`config.mk`:
```
export PLATFORM = sky130hd
export DESIGN_NAME = sample_pack_fifo_flat
export DESIGN_NICKNAME = d
export VERILOG_FILES = /design/src/rtl/sample_pack_fifo_if.sv /design/src/rtl/sample_pack_fifo.sv /design/src/flat_wrapper.sv
export SDC_FILE = /design/constraint.sdc
export NUM_CORES = 1
export LEC_CHECK = 0
export BUFFER_PORTS_ARGS = -buffer_cell sky130_fd_sc_hd__clkbuf_2
export CAP_MARGIN = 10
export CORE_MARGIN = 2
export CORE_UTILIZATION = 45
export CTS_CLUSTER_DIAMETER = 60
export DETAILED_ROUTE_END_ITERATION = 16
export GPL_TIMING_DRIVEN = 1
export MAX_ROUTING_LAYER = met4
export PLACE_DENSITY = 0.67
export SYNTH_ARGS = -nofsm -noshare
export SYNTH_HDL_FRONTEND = slang
export SYNTH_SLANG_ARGS = --single-unit
```
`constraint.sdc`:
```
create_clock -name clk -period 12.1 [get_ports clk]
set_input_delay 1.21 -clock clk [delete_from_list [all_inputs] [get_ports clk]]
set_output_delay 1.21 -clock clk [all_outputs]
set_load 0.02 [all_outputs]
```
`src/rtl/sample_pack_fifo_if.sv`:
```
// Handshake bundle for the sample packing FIFO: narrow write side, wide read side.
interface sample_pack_fifo_if #(
  parameter int unsigned WIDTH = 8,
  parameter int unsigned PACK  = 10,
  parameter int unsigned DEPTH = 10
);

  // Write side
  logic                       wr_en;
  logic [WIDTH-1:0]           din;
  logic                       flush;
  logic                       full;
  logic                       almost_full;
  logic                       overflow;

  // Read side
  logic                       rd_en;
  logic [WIDTH*PACK-1:0]      dout;
  logic [$clog2(PACK+1)-1:0]  dout_lanes;
  logic                       dout_valid;
  logic                       empty;
  logic                       almost_empty;
  logic                       underflow;
  logic [$clog2(DEPTH+1)-1:0] count;

  // Producer/consumer side
  modport master (
    output wr_en, din, flush, rd_en,
    input  full, almost_full, overflow,
    input  dout, dout_lanes, dout_valid, empty, almost_empty, underflow, count
  );

  // FIFO side
  modport slave (
    input  wr_en, din, flush, rd_en,
    output full, almost_full, overflow,
    output dout, dout_lanes, dout_valid, empty, almost_empty, underflow, count
  );

endinterface

```
`src/rtl/sample_pack_fifo.sv`:
```
// Width-converting FIFO: packs PACK narrow samples into one wide word and queues
// wide words in a DEPTH-entry FIFO. Partial words can be flushed with a lane count.
module sample_pack_fifo #(
  parameter int unsigned WIDTH               = 8,
  parameter int unsigned PACK                = 10,
  parameter int unsigned DEPTH               = 10,
  parameter int unsigned ALMOST_FULL_THRESH  = DEPTH - 2,
  parameter int unsigned ALMOST_EMPTY_THRESH = 2
) (
  input logic               clk,
  input logic               reset,
  sample_pack_fifo_if.slave bus
);

  localparam int unsigned WordW    = WIDTH * PACK;
  localparam int unsigned LaneW    = $clog2(PACK + 1);
  localparam int unsigned CntW     = $clog2(DEPTH + 1);
  localparam int unsigned PtrW     = $clog2(DEPTH);
  localparam int unsigned PackCntW = $clog2(PACK);

  localparam logic [CntW-1:0]     DepthC   = CntW'(DEPTH);
  localparam logic [PtrW-1:0]     PtrLast  = PtrW'(DEPTH - 1);
  localparam logic [PackCntW-1:0] PackLast = PackCntW'(PACK - 1);
  localparam logic [LaneW-1:0]    LanesAll = LaneW'(PACK);

  // Packer state
  logic [PackCntW-1:0] pack_cnt_q, pack_cnt_d;
  logic [WordW-1:0]    pack_buf_q, pack_buf_d;
  logic                flush_pend_q, flush_pend_d;

  // FIFO state
  logic [WordW-1:0]    mem_q       [DEPTH];
  logic [LaneW-1:0]    mem_lanes_q [DEPTH];
  logic [PtrW-1:0]     wr_ptr_q, wr_ptr_d;
  logic [PtrW-1:0]     rd_ptr_q, rd_ptr_d;
  logic [CntW-1:0]     count_q, count_d;

  // Registered read port and error pulses
  logic [WordW-1:0]    dout_q;
  logic [LaneW-1:0]    dout_lanes_q;
  logic                dout_valid_q;
  logic                overflow_q;
  logic                underflow_q;

  // Decoded control
  logic                full_c;
  logic                empty_c;
  logic                last_lane;
  logic                wr_acc;
  logic                rd_acc;
  logic                push_full;
  logic                push_flush;
  logic                push;
  logic [WordW-1:0]    word_merged;
  logic [WordW-1:0]    push_word;
  logic [LaneW-1:0]    push_lanes;

  // Handshake decode; a pending flush blocks writes until its partial word is pushed
  always_comb begin
    last_lane  = (pack_cnt_q == PackLast);
    full_c     = flush_pend_q | ((count_q == DepthC) & last_lane);
    empty_c    = (count_q == '0);
    wr_acc     = bus.wr_en & ~full_c;
    rd_acc     = bus.rd_en & ~empty_c;
    // full_c guarantees count < DEPTH whenever the final lane is accepted
    push_full  = wr_acc & last_lane;
    push_flush = flush_pend_q & (count_q != DepthC);
    push       = push_full | push_flush;
  end

  // Current buffer with din dropped into lane pack_cnt
  always_comb begin
    word_merged = pack_buf_q;
    for (int unsigned l = 0; l < PACK; l++) begin
      if (pack_cnt_q == PackCntW'(l)) begin
        word_merged[l*WIDTH +: WIDTH] = bus.din;
      end
    end
  end

  // Select what gets written into the FIFO on a push
  always_comb begin
    if (push_full) begin
      push_word  = word_merged;
      push_lanes = LanesAll;
    end else begin
      // Buffer is cleared at each word start, so unused upper lanes are already zero
      push_word  = pack_buf_q;
      push_lanes = LaneW'(pack_cnt_q);
    end
  end

  // Packer next state: lane counter, partial buffer and flush request
  always_comb begin
    pack_cnt_d   = pack_cnt_q;
    pack_buf_d   = pack_buf_q;
    flush_pend_d = flush_pend_q;
    if (push_flush) begin
      pack_cnt_d   = '0;
      pack_buf_d   = '0;
      flush_pend_d = 1'b0;
    end else if (wr_acc) begin
      if (last_lane) begin
        // Completed word goes out as a normal push; any same-cycle flush has nothing left
        pack_cnt_d = '0;
        pack_buf_d = '0;
      end else begin
        pack_cnt_d = pack_cnt_q + 1'b1;
        pack_buf_d = word_merged;
        if (bus.flush) begin
          flush_pend_d = 1'b1;
        end
      end
    end else if (bus.flush && !flush_pend_q && (pack_cnt_q != '0)) begin
      flush_pend_d = 1'b1;
    end
  end

  // FIFO pointer and occupancy next state; no read bypass of a same-cycle push
  always_comb begin
    wr_ptr_d = wr_ptr_q;
    rd_ptr_d = rd_ptr_q;
    count_d  = count_q;
    if (push) begin
      wr_ptr_d = (wr_ptr_q == PtrLast) ? '0 : wr_ptr_q + 1'b1;
    end
    if (rd_acc) begin
      rd_ptr_d = (rd_ptr_q == PtrLast) ? '0 : rd_ptr_q + 1'b1;
    end
    unique case ({push, rd_acc})
      2'b10:   count_d = count_q + 1'b1;
      2'b01:   count_d = count_q - 1'b1;
      default: count_d = count_q;
    endcase
  end

  // Packer registers
  always_ff @(posedge clk or posedge reset) begin
    if (reset) begin
      pack_cnt_q   <= '0;
      pack_buf_q   <= '0;
      flush_pend_q <= 1'b0;
    end else begin
      pack_cnt_q   <= pack_cnt_d;
      pack_buf_q   <= pack_buf_d;
      flush_pend_q <= flush_pend_d;
    end
  end

  // FIFO pointers and count
  always_ff @(posedge clk or posedge reset) begin
    if (reset) begin
      wr_ptr_q <= '0;
      rd_ptr_q <= '0;
      count_q  <= '0;
    end else begin
      wr_ptr_q <= wr_ptr_d;
      rd_ptr_q <= rd_ptr_d;
      count_q  <= count_d;
    end
  end

  // Storage array; contents are only meaningful between the pointers, so no reset
  always_ff @(posedge clk) begin
    if (push) begin
      mem_q[wr_ptr_q]       <= push_word;
      mem_lanes_q[wr_ptr_q] <= push_lanes;
    end
  end

  // Registered read port (dout holds between reads) and one-cycle error pulses
  always_ff @(posedge clk or posedge reset) begin
    if (reset) begin
      dout_q       <= '0;
      dout_lanes_q <= '0;
      dout_valid_q <= 1'b0;
      overflow_q   <= 1'b0;
      underflow_q  <= 1'b0;
    end else begin
      dout_valid_q <= rd_acc;
      overflow_q   <= bus.wr_en & full_c;
      underflow_q  <= bus.rd_en & empty_c;
      if (rd_acc) begin
        dout_q       <= mem_q[rd_ptr_q];
        dout_lanes_q <= mem_lanes_q[rd_ptr_q];
      end
    end
  end

  assign bus.full         = full_c;
  assign bus.almost_full  = (32'(count_q) >= ALMOST_FULL_THRESH);
  assign bus.overflow     = overflow_q;
  assign bus.dout         = dout_q;
  assign bus.dout_lanes   = dout_lanes_q;
  assign bus.dout_valid   = dout_valid_q;
  assign bus.empty        = empty_c;
  assign bus.almost_empty = (32'(count_q) <= ALMOST_EMPTY_THRESH);
  assign bus.underflow    = underflow_q;
  assign bus.count        = count_q;

endmodule

```
`src/flat_wrapper.sv`:
```
// flat-port wrapper written by rule: the top's interface ports become plain ports
module sample_pack_fifo_flat 
#(
  parameter int unsigned WIDTH               = 8,
  parameter int unsigned PACK                = 10,
  parameter int unsigned DEPTH               = 10,
  parameter int unsigned ALMOST_FULL_THRESH  = DEPTH - 2,
  parameter int unsigned ALMOST_EMPTY_THRESH = 2
)
  (clk, reset, bus_wr_en, bus_din, bus_flush, bus_rd_en, bus_full, bus_almost_full, bus_overflow, bus_dout, bus_dout_lanes, bus_dout_valid, bus_empty, bus_almost_empty, bus_underflow, bus_count);
  sample_pack_fifo_if #(.WIDTH(WIDTH), .PACK(PACK), .DEPTH(DEPTH)) bus_i ();
  input logic clk;
  input logic reset;
  input wire logic [$bits(bus_i.wr_en)-1:0] bus_wr_en;
  input wire logic [$bits(bus_i.din)-1:0] bus_din;
  input wire logic [$bits(bus_i.flush)-1:0] bus_flush;
  input wire logic [$bits(bus_i.rd_en)-1:0] bus_rd_en;
  output wire logic [$bits(bus_i.full)-1:0] bus_full;
  output wire logic [$bits(bus_i.almost_full)-1:0] bus_almost_full;
  output wire logic [$bits(bus_i.overflow)-1:0] bus_overflow;
  output wire logic [$bits(bus_i.dout)-1:0] bus_dout;
  output wire logic [$bits(bus_i.dout_lanes)-1:0] bus_dout_lanes;
  output wire logic [$bits(bus_i.dout_valid)-1:0] bus_dout_valid;
  output wire logic [$bits(bus_i.empty)-1:0] bus_empty;
  output wire logic [$bits(bus_i.almost_empty)-1:0] bus_almost_empty;
  output wire logic [$bits(bus_i.underflow)-1:0] bus_underflow;
  output wire logic [$bits(bus_i.count)-1:0] bus_count;
  assign bus_i.wr_en = bus_wr_en;
  assign bus_i.din = bus_din;
  assign bus_i.flush = bus_flush;
  assign bus_i.rd_en = bus_rd_en;
  assign bus_full = bus_i.full;
  assign bus_almost_full = bus_i.almost_full;
  assign bus_overflow = bus_i.overflow;
  assign bus_dout = bus_i.dout;
  assign bus_dout_lanes = bus_i.dout_lanes;
  assign bus_dout_valid = bus_i.dout_valid;
  assign bus_empty = bus_i.empty;
  assign bus_almost_empty = bus_i.almost_empty;
  assign bus_underflow = bus_i.underflow;
  assign bus_count = bus_i.count;
  sample_pack_fifo #(.WIDTH(WIDTH), .PACK(PACK), .DEPTH(DEPTH), .ALMOST_FULL_THRESH(ALMOST_FULL_THRESH), .ALMOST_EMPTY_THRESH(ALMOST_EMPTY_THRESH)) u_core (.clk(clk), .reset(reset), .bus(bus_i));
endmodule
```
# After elaboration in Yosys (flattened, before gate mapping)
# Memories as Yosys holds them, arrays and structs flattened. A register that Yosys moved wholly into a read port is not among the register bits.
# Cells that the tools add are included.
# totals
out_inout_bits	95
mem_count	2
ram_bits	840
inputBits	13
wordCells	84
reg_bits	100
# classes
add_sub_neg	5
magnitude_cmp	2
eq_ne	17
reduce_logical	10
muxes	28
bitwise_logic	11
# memory_table
name	words	word_bits	rd	rd_clocked_by_memory_dff	wr	line_no	source
u_core.mem_q	10	80	1	1	1	sample_pack_fifo.sv:32	logic [WordW-1:0] mem_q [DEPTH];
u_core.mem_lanes_q	10	4	1	1	1	sample_pack_fifo.sv:33	logic [LaneW-1:0] mem_lanes_q [DEPTH];
# ops
operator	n
$mux W80	4
$mux W8	10
$mux W4	6
$eq A4 B4 Y1 const B	5
$add A4 B1 Y4 const B	4
$eq A4 B3 Y1 const B	4
$eq A4 B2 Y1 const B	2
$logic_not A4 Y1	2
$pmux W4 S2	1
$and A1 B1 Y1	7
$mux W1	7
$ne A3 B3 Y1 const B	2
$eq A4 B1 Y1 const B	1
$ge A4 B4 Y1 const B	1
$le A4 B2 Y1 const B	1
$ne A4 B4 Y1 const B	1
$reduce_bool A2 Y1	2
$reduce_bool A4 Y1	1
$sub A4 B1 Y4 const B	1
$reduce_and A3 Y1	1
$reduce_bool A3 Y1	1
$eq A2 B1 Y1 const B	1
$eq A2 B2 Y1 const B	1
$logic_and A1 B1 Y1	2
3 further kinds	5

# Longest topological paths before layout
# Gate-level depths: netlist (run 1).
# depth
ltp_word	9
mapped_depth	13
mapped_depth_nobuf	10

# Worst setup path before layout (run 1)
# Ideal clock, no wire load.
# synth_path
kind	input to register
start	input port bus_wr_en
end	memory u_core.mem_lanes_q[8][0] in the netlist's numbering (enable)
path_slack_ns	1.796
path_stages	5
arrival_time_ns	9.571
n_path_buf	1
setup_ns	0.733
t_required_ns	11.367
cell_sequence	or2_1 -> o211a_1 -> buf_4 -> inv_2 -> nor4_1
# synth_via
elab_chain_len	5
# synth_lines
item	line_no	source
start: declaration	flat_wrapper.sv:14	input wire logic [$bits(bus_i.wr_en)-1:0] bus_wr_en;
$and A1 B1 Y1	sample_pack_fifo.sv:63	wr_acc = bus.wr_en & ~full_c;
$and A1 B1 Y1	sample_pack_fifo.sv:66	push_full = wr_acc & last_lane;
$or A1 B1 Y1	sample_pack_fifo.sv:68	push = push_full | push_flush;
$mux W1	sample_pack_fifo.sv:165	if (push) begin
$mux W1 (not written as such)	sample_pack_fifo.sv:167	mem_lanes_q[wr_ptr_q] <= push_lanes;
end: declaration	sample_pack_fifo.sv:33	
# Every way passes these cells.

# Worst setup path after layout (run 1)
# layout_path
start	register u_core.pack_cnt_q[3]
end	memory u_core.mem_q[1][41] in the netlist's numbering (enable)
# layout_via
elab_chain_len	9
# layout_lines
item	line_no	source
start: declaration	sample_pack_fifo.sv:27	logic [PackCntW-1:0] pack_cnt_q, pack_cnt_d;
start signal: assignment	sample_pack_fifo.sv:144	pack_cnt_q <= pack_cnt_d;
$eq A4 B4 Y1 *	sample_pack_fifo.sv:60	last_lane = (pack_cnt_q == PackLast);
$and A1 B1 Y1	sample_pack_fifo.sv:61	full_c = flush_pend_q | ((count_q == DepthC) & last_lane);
$or A1 B1 Y1	sample_pack_fifo.sv:61	
$not A1 Y1	sample_pack_fifo.sv:63	
$and A1 B1 Y1	sample_pack_fifo.sv:63	
$and A1 B1 Y1 *	sample_pack_fifo.sv:66	
$or A1 B1 Y1 *	sample_pack_fifo.sv:68	
$mux W1 *	sample_pack_fifo.sv:165	
$mux W1 (not written as such) *	sample_pack_fifo.sv:166	mem_q[wr_ptr_q] <= push_word;
end: declaration	sample_pack_fifo.sv:32	
# Every way passes the cells marked *; elsewhere a longest branch is shown, timed or not.

==> qor.yml, run 1 <==
finish:
  layout.nets: 2170
  share_of_cells_above_drive_strength_1_pct: 26.0
  antennaDiodeCount: 0
  area.growth.synth_to_final_pct: 12.9
detailed_routing:
  route.met2.wl_mm: 41.9
  drc: 0
  drt_first_iter_violations: 2020
  wirelength_mm: 83.2
  met3RoutedLength_mm: 5.03
  highest_layer: "met4"
  post_drt_wl_per_cell_um: 24.5
  drtPass1Iterations: 7
  m1WireLength_mm: 34.5
  viasPerCell: 5.66
  antenna_violating_nets_post_route: 0
  routed-via-count: 19222
min_path:
  hold_end: "u_core.bus.dout[64]$_DFFE_PP0P_"
  hold_path_depth: 2
  hold_path_startpoint: "u_core.bus.dout[64]$_DFFE_PP0P_"
  hold_path_class: "register to register"
pwr:
  reg_power_share_pct: 45.7
  internal_power_w: 0.00744
  clock_power_share_pct: 32.2
  p_switching_w: 0.00310
  power.leakage_nw: 15.3
  vdd_ir_drop_max_uv: 223
  power_density_nw_per_um2: 237
  proportion_of_total_power_due_to_net_switching_pct: 29.4
  p_comb_share_pct: 22.1
synthesis:
  post-synth-top-area-fraction_pct: 64.0
  mappedNetlistNets: 2126
  synth-async-reset-ratio_pct: 18.0
  ys_warn_count: 0
  post_synth_num_cell_types: 53
  most_instantiated_flip_flop_cell_in_the_synthesis_netlist: "edfxtp_1"
  synth.top_cells.by_area: "edfxtp_1, dfrtp_1, mux4_2"
  postSynthAreaPerCell_um2: 18.7
  sequential_share_of_the_synthesized_area_pct: 75.7
  ffs_latches_synth: 1024
  synth_area_um2: 39400
  postSynthCellCount: 2110
  edff_count_synth: 840
  netlist.top_cell.by_area: "edfxtp_1"
worst_setup_path:
  r2r_slack_ps: 7420
  critical_path_arrival_ps: 4960
  critPathRequiredTime_ps: 12380
  cp_max_fo: 54
  critical_path.slowest_cell: "nor2_4"
  timing.critical_path.from: "u_core.pack_cnt_q[3]$_DFFE_PP0P_"
  critical-path-max-stage-delay_ps: 920
  timing.critical_path.cells: "and4bb_2 -> o211a_1 -> inv_2 -> or3_1 -> nor2_4 -> buf_4"
  regToRegStartpoint: "u_core.pack_cnt_q[3]$_DFFE_PP0P_"
  ff2ff_path_depth: 6
  timing.rr.end: "u_core.mem_q[1][41]$_DFFE_PP_"
  timing.critical_path.from_type: "register"
  timing.setup.critical_path_class: "register to register"
  cp-end-kind: "register"
  crit_family: "simple AND/OR/NAND/NOR gates"
  timing.critical_path.buf_inv: 2
grt:
  number_of_antenna_violations_at_the_first_check_in_global_routing: 0
  gr-usage-all-layers_pct: 19.2
  grt_overflow_total: 0
  wire_length_of_the_first_global_routing_pass_mm: 125
  number_of_global_route_vias_before_repair: 19838
  maximum_number_of_pins_on_one_net_before_global_route_repair: 168
clock_tree:
  cts_tree: "done"
  cts_post_setup_buffers_inserted: 0
  cts.repair.resized: 0
  cts_root_buffer: "clkbuf_16"
  clock_sink_total: 1024
  number_of_buffers_inserted_by_hold_repair_at_cts: 0
  worst_skew_pair_latency_ps: 660
  h-tree-depth: 3
  tritoncts.num_buffers: 99
  cts_max_path_buffers: 3
  clk_transition_reported_paths_ps: 60
floorplanning:
  num_io_pins: 108
  design.core.area_um2: 86800
  placementRows: 108
  initial_util_pct: 45.4
  die_w_um: 300
  dieArea_um2: 89900
  dieHeight_um: 300
sta:
  postLayoutSetupSlackWorst_ps: 7420
  unrepaired_setup_endpoints_after_global_routing: "false"
  hold_ws_ps: 462
  share_of_the_clock_period_used_by_the_worst_path_after_layout_pct: 38.7
  drv_slew: 0
  finalSetupViolCount: 0
  hold_violations: 0
  tightest_slew_ps: 1350
  clock-skew-final_ps: 23.7
  slew-limit-headroom_pct: 9.70
  setup-tns-final_ps: 0
  period_minus_slack_ps: 4680
  max_freq_mhz: 214
placement:
  finalWeightedCongestion: 0.776
  dp_worst_setup_slack_ps: 7110
  io_buffers: 107
  hpwlAfterDp_mm: 43.6
outcome:
  status: "finished clean"
run:
  max_cap_violations: 0
stage by stage:
step | power [W] | cells | cell area (um2) | utilization [%]
CTS | 0.0107 | 3395 | 44500 | 51.3
global placement | 0.00720 | 3208 | 40800 | 47.1
global route | 0.0110 | 3395 | 44500 | 51.3
floorplan | 0.00657 | 2110 | 39400 | -
finish | 0.0105 | 3395 | 44500 | 51.3
detailed placement | 0.00727 | 3208 | 40800 | 47.1
worst max path at each step:
stage	end	slack (ps)	cells past startpoint
floorplan	u_core.mem_lanes_q[8][0]$_DFFE_PP_	1800	5
global placement	u_core.mem_q[5][41]$_DFFE_PP_	7190	7
detailed placement	u_core.mem_q[1][44]$_DFFE_PP_	7110	7
CTS	u_core.mem_q[5][26]$_DFFE_PP_	7420	6
global route	u_core.mem_q[1][22]$_DFFE_PP_	7170	6
finish	u_core.mem_q[1][41]$_DFFE_PP_	7420	6
kinds of logic (layout without fill, tap and decap cells):
kind of cell               count (synthesis)  after routing  synth area share (%)
adders and majority gates                  3              3                0.0953
and+or+nand+nor                          258            258                  3.01
muxes                                    347            347                  14.4
DFF                                     1024           1024                  75.7
xor gates and xnor gates                  10             10                 0.222
AOI/OAI and AO/OA                        269            269                  4.28
buffers and inverters                    199            329                  2.30
worst min-delay path: cells and delay by family, from the launching register on:
family	cells	cell delay, ps
flip-flops	1	340
AND/OR/NAND/NOR	2	90
layout by cell type, fill, tap and decap left out, drive strengths merged, types with 4 or more instances in the layout:
master | synthesis | final
edfxtp | 840 | 840
a22o | 74 | 74
a21oi | 85 | 85
clkinvlp | 0 | 7
clkinv | 0 | 38
mux2 | 91 | 91
nor4 | 6 | 6
bufinv | 0 | 25
buf | 60 | 28
nand2b | 8 | 8
nand2 | 179 | 179
dfrtp | 184 | 184
o21ai | 95 | 95
inv | 7 | 10
nor2b | 4 | 4
and2 | 11 | 11
nor3 | 6 | 6
xnor2 | 7 | 7
nor2 | 25 | 25
nand3 | 7 | 7
mux2i | 90 | 90
mux4 | 166 | 166
clkbuf | 132 | 221
layer usage:
| metal | vias up | track usage, % |
|---|---|---|
| met1 | 10170 | 25.2 |
| met3 | 123 | 2.97 |
| met5 | - | - |
| met4 | 0 | 5.29 |
| met2 | 612 | 31.4 |
| li1 | 8317 | - |
flip-flops by register name, indices dropped and copies added, names as in the netlist, 4 cells and up:
signal and count:
u_core.bus.dout_lanes 4, u_core.wr_ptr_q 4, u_core.pack_cnt_q 4, u_core.rd_ptr_q 4, u_core.bus.count 4, u_core.pack_buf_q 80
u_core.bus.dout 80, u_core.mem_q 800, u_core.mem_lanes_q 40
cell usage after synthesis (all sizes together), types with 2 or more instances:
cell	number
mux2	91
xor2	3
a21oi	85
nor3	6
nand4bb	2
o21ai	95
mux4	166
dfrtp	184
a22oi	3
nor3b	3
nand3	7
or3	2
nand2	179
mux2i	90
edfxtp	840
or2	2
and2	11
nand2b	8
inv	7
clkbuf	132
nor2b	4
ha	3
nor4	6
nor2	25
buf	60
o211ai	3
a22o	74
xnor2	7
power groups by stage:
stage / logic (W) / registers (W) / clock network, W
6_report: 0.00233 / 0.00482 / 0.00340
5_1_grt: 0.00253 / 0.00489 / 0.00359
4_1_cts: 0.00238 / 0.00483 / 0.00346
3_5_place_dp: 0.00237 / 0.00490 / 0
3_3_place_gp: 0.00234 / 0.00487 / 0
2_1_floorplan: 0.00187 / 0.00469 / 0
layout make-up:
| type | count | area (um2) |
|---|---|---|
| well taps | 1155 | 1450 |
| multi-input cells | 887 | 8730 |
| flip-flops and latches | 1024 | 29800 |
| clock buffers | 114 | 2590 |
| inverters | 7 | 33.8 |
| clock inverters | 73 | 1060 |
| repair buffers | 135 | 771 |
| fillers | 6827 | 42300 |
Note: power is estimated with default switching activity, not from simulation.
==> run 2, diff against run 1 <==
--- a/config.mk
+++ b/config.mk
@@ -5,6 +5,7 @@
 export SDC_FILE = /design/constraint.sdc
 export NUM_CORES = 1
 export LEC_CHECK = 0
+export ABC_AREA = 1
 export BUFFER_PORTS_ARGS = -buffer_cell sky130_fd_sc_hd__clkbuf_2
 export CAP_MARGIN = 10
 export CORE_MARGIN = 2
@@ -13,7 +14,7 @@
 export DETAILED_ROUTE_END_ITERATION = 16
 export GPL_TIMING_DRIVEN = 1
 export MAX_ROUTING_LAYER = met4
-export PLACE_DENSITY = 0.67
+export PLACE_DENSITY = 0.69
 export SYNTH_ARGS = -nofsm -noshare
 export SYNTH_HDL_FRONTEND = slang
 export SYNTH_SLANG_ARGS = --single-unit
==> constraint.sdc (replaced) <==
create_clock -name clk -period 3.85 [get_ports clk]
set_input_delay 0.385 -clock clk [delete_from_list [all_inputs] [get_ports clk]]
set_output_delay 0.385 -clock clk [all_outputs]
set_load 0.02 [all_outputs]
==> qor.yml, run 2 <==
placement:
  finalWeightedCongestion: 0.819
  io_buffers: 107
  dp_worst_setup_slack_ps: 666
  hpwlAfterDp_mm: 51.2
  dpl-instance-area_um2: 42500
grt:
  maximum_number_of_pins_on_one_net_before_global_route_repair: 270
  gr-usage-all-layers_pct: 20.9
  grt_overflow_total: 0
  number_of_antenna_violations_at_the_first_check_in_global_routing: 3
  wire_length_of_the_first_global_routing_pass_mm: 148
  number_of_global_route_vias_before_repair: 25398
floorplanning:
  dieHeight_um: 306
  placementRows: 110
  dieArea_um2: 93900
  die_w_um: 306
  initial_util_pct: 45.6
  design.core.area_um2: 90300
  num_io_pins: 108
worst_setup_path:
  timing.rr.end: "u_core.bus.count[2]$_DFFE_PP0P_"
  r2r_slack_ps: 550
  timing.critical_path.cells: "inv_1 -> nand2_1 -> nor2_1 -> nand4_1 -> nand2_1 -> inv_1 -> ha_1 -> xor2_1 -> ha_1 -> a21oi_1 -> a21oi_1 -> o21ai_0 -> o21a_1"
  timing.critical_path.from_type: "register"
  critPathRequiredTime_ps: 4410
  ff2ff_path_depth: 13
  timing.critical_path.from: "u_core.pack_cnt_q[2]$_DFFE_PP0P_"
  cp-end-kind: "register"
  critical_path_arrival_ps: 3870
  timing.setup.critical_path_class: "register to register"
  critical-path-max-stage-delay_ps: 550
  regToRegStartpoint: "u_core.pack_cnt_q[2]$_DFFE_PP0P_"
  critical_path.slowest_cell: "dfrtp_1"
  crit_end: "u_core.bus.count[2]$_DFFE_PP0P_"
  cp_max_fo: 17
finish:
  layout.cells.most_common: "nor2_1"
  fin_area_um2: 45800
  share_of_cells_above_drive_strength_1_pct: 9.07
  layout.nets: 3548
  max_reg_flops: 800
  area.growth.synth_to_final_pct: 11.4
  layout.cells.most_common_list: "nor2_1, edfxtp_1, o21ai_0"
  regMostFlops: "u_core.mem_q"
run:
  max_cap_violations: 0
pwr:
  vdd_ir_drop_max_uv: 1240
  clock_power_share_pct: 26.6
  internal_power_w: 0.0234
  reg_power_share_pct: 42.4
  proportion_of_total_power_due_to_net_switching_pct: 36.8
  p_switching_w: 0.0136
  power_density_nw_per_um2: 808
  p_comb_share_pct: 31.0
  power.leakage_nw: 16.9
sta:
  postLayoutSetupSlackWorst_ps: 547
  setup-tns-final_ps: 0
  period_minus_slack_ps: 3300
  unrepaired_setup_endpoints_after_global_routing: "false"
  drv_slew: 0
  hold_ws_ps: 178
  tightest_slew_ps: 1250
  slew-limit-headroom_pct: 16.7
  finalSetupViolCount: 0
  hold_violations: 0
  clock-skew-final_ps: 38.6
  max_freq_mhz: 303
  share_of_the_clock_period_used_by_the_worst_path_after_layout_pct: 85.8
min_path:
  hold_path_class: "input port to register"
  hold_path_startpoint: "bus_flush"
detailed_routing:
  drtPass1Iterations: 5
  antenna_violating_nets_post_route: 0
  post_drt_wl_per_cell_um: 19.9
  routed-via-count: 26153
  drc: 0
  viasPerCell: 5.45
  drt_first_iter_violations: 2787
  wirelength_mm: 95.4
clock_tree:
  tritoncts.num_buffers: 100
  cts_root_buffer: "clkbuf_16"
  clk_transition_reported_paths_ps: 60
  h-tree-depth: 3
  worst_skew_pair_latency_ps: 670
  cts.repair.resized: 0
  cts_max_path_buffers: 3
  clock_sink_total: 1024
  cts_tree: "done"
synthesis:
  synth-compound-area-share_pct: 8.80
  ys_warn_count: 0
  postSynthAreaPerCell_um2: 11.5
  postSynthCellCount: 3569
  post-synth-top-area-fraction_pct: 61.3
  synth_simple_gate_area_share_pct: 13.5
  synth_area_um2: 41200
  post_synth_mux_area_share_pct: 0
  most_instantiated_flip_flop_cell_in_the_synthesis_netlist: "edfxtp_1"
  synth_top_family_by_area: "simple AND/OR/NAND/NOR gates"
  sequential_share_of_the_synthesized_area_pct: 72.5
  ffs_latches_synth: 1024
  synthXorXnorAreaFrac_pct: 0.149
  yosys-top-cells-count: "nor2_1, edfxtp_1, o21ai_0"
  synth_fa_ha_area_share_pct: 0.0912
  post_synth_num_cell_types: 29
  netlist.top_cell.by_area: "edfxtp_1"
  synthMostInstantiatedCell: "nor2_1"
  mappedNetlistNets: 3585
  edff_count_synth: 840
  synth.top_cells.by_area: "edfxtp_1, dfrtp_1, nor2_1"
  synth-async-reset-ratio_pct: 18.0
outcome:
  status: "finished clean"
[run 2: how the worst min path moves through the flow]
stage                                                   end  slack, ps  cells past startpoint
after floorplan           u_core.pack_buf_q[72]$_DFFE_PP0P_        460                      2
after global placement    u_core.pack_buf_q[76]$_DFFE_PP0P_        480                      2
after detailed placement  u_core.pack_buf_q[73]$_DFFE_PP0P_        480                      2
after CTS                   u_core.flush_pend_q$_DFFE_PP0P_        140                      5
after global routing        u_core.flush_pend_q$_DFFE_PP0P_        190                      5
final                       u_core.flush_pend_q$_DFFE_PP0P_        180                      5
[run 2: logic make-up after synthesis]
logic type               Yosys count
AO/OA/AOI/OAI                    672
AND/OR/NAND/NOR                 1388
flip-flops                      1024
adder cells (fa/ha/maj)            3
XOR/XNOR                           7
buffers and inverters            475
[run 2: routing by layer]
| layer | routed length (um) | global-route usage [%] | vias up |
|---|---|---|---|
| li1 | - | - | 12259 |
| met5 | 0 | - | - |
| met1 | 40300 | 27.4 | 12880 |
| met4 | 2330 | 6.69 | 0 |
| met2 | 46400 | 33.6 | 863 |
| met3 | 6380 | 3.19 | 151 |
[run 2: repair_timing]
item	in CTS	in global routing
hold buffers	3	0
endpoints found under the hold margin	20	0
setup buffers	0	0
[run 2: power by group through the flow]
stage	Clock, W	Combinational (W)	Sequential [W]
detailed placement	0	0.0115	0.0159
global route	0.0104	0.0128	0.0159
global placement	0	0.0114	0.0158
floorplan	0	0.00806	0.0158
CTS	0.00998	0.0116	0.0157
finish	0.00987	0.0115	0.0157
[run 2: through the flow]
stage / total power, W / std cells / util (%)
after floorplan: 0.0239 / 3569 / -
after global placement: 0.0272 / 4603 / 47.0
after detailed placement: 0.0274 / 4603 / 47.0
after CTS: 0.0373 / 4794 / 50.8
after global routing: 0.0392 / 4796 / 50.8
final: 0.0370 / 4796 / 50.8
[run 2: critical path, delay by kind of cell (launching register included)]
kind            cells  cell delay (ps)
xor+xnor            1              260
compound gates      4              430
flops               1              550
fa+ha+maj           2              530
simple gates        4              920
buf+inv             2              500
[run 2: final cells by class]
type                       count  area (um2)
multi-input combinational   2070        9380
sequential                  1024       29800
timing repair buffer         156        1110
fill                        7592       44400
inverter                     180         702
tap                         1176        1470
clock buffer                 137        2750
clock inverter                51         582
antenna                        2        5.00
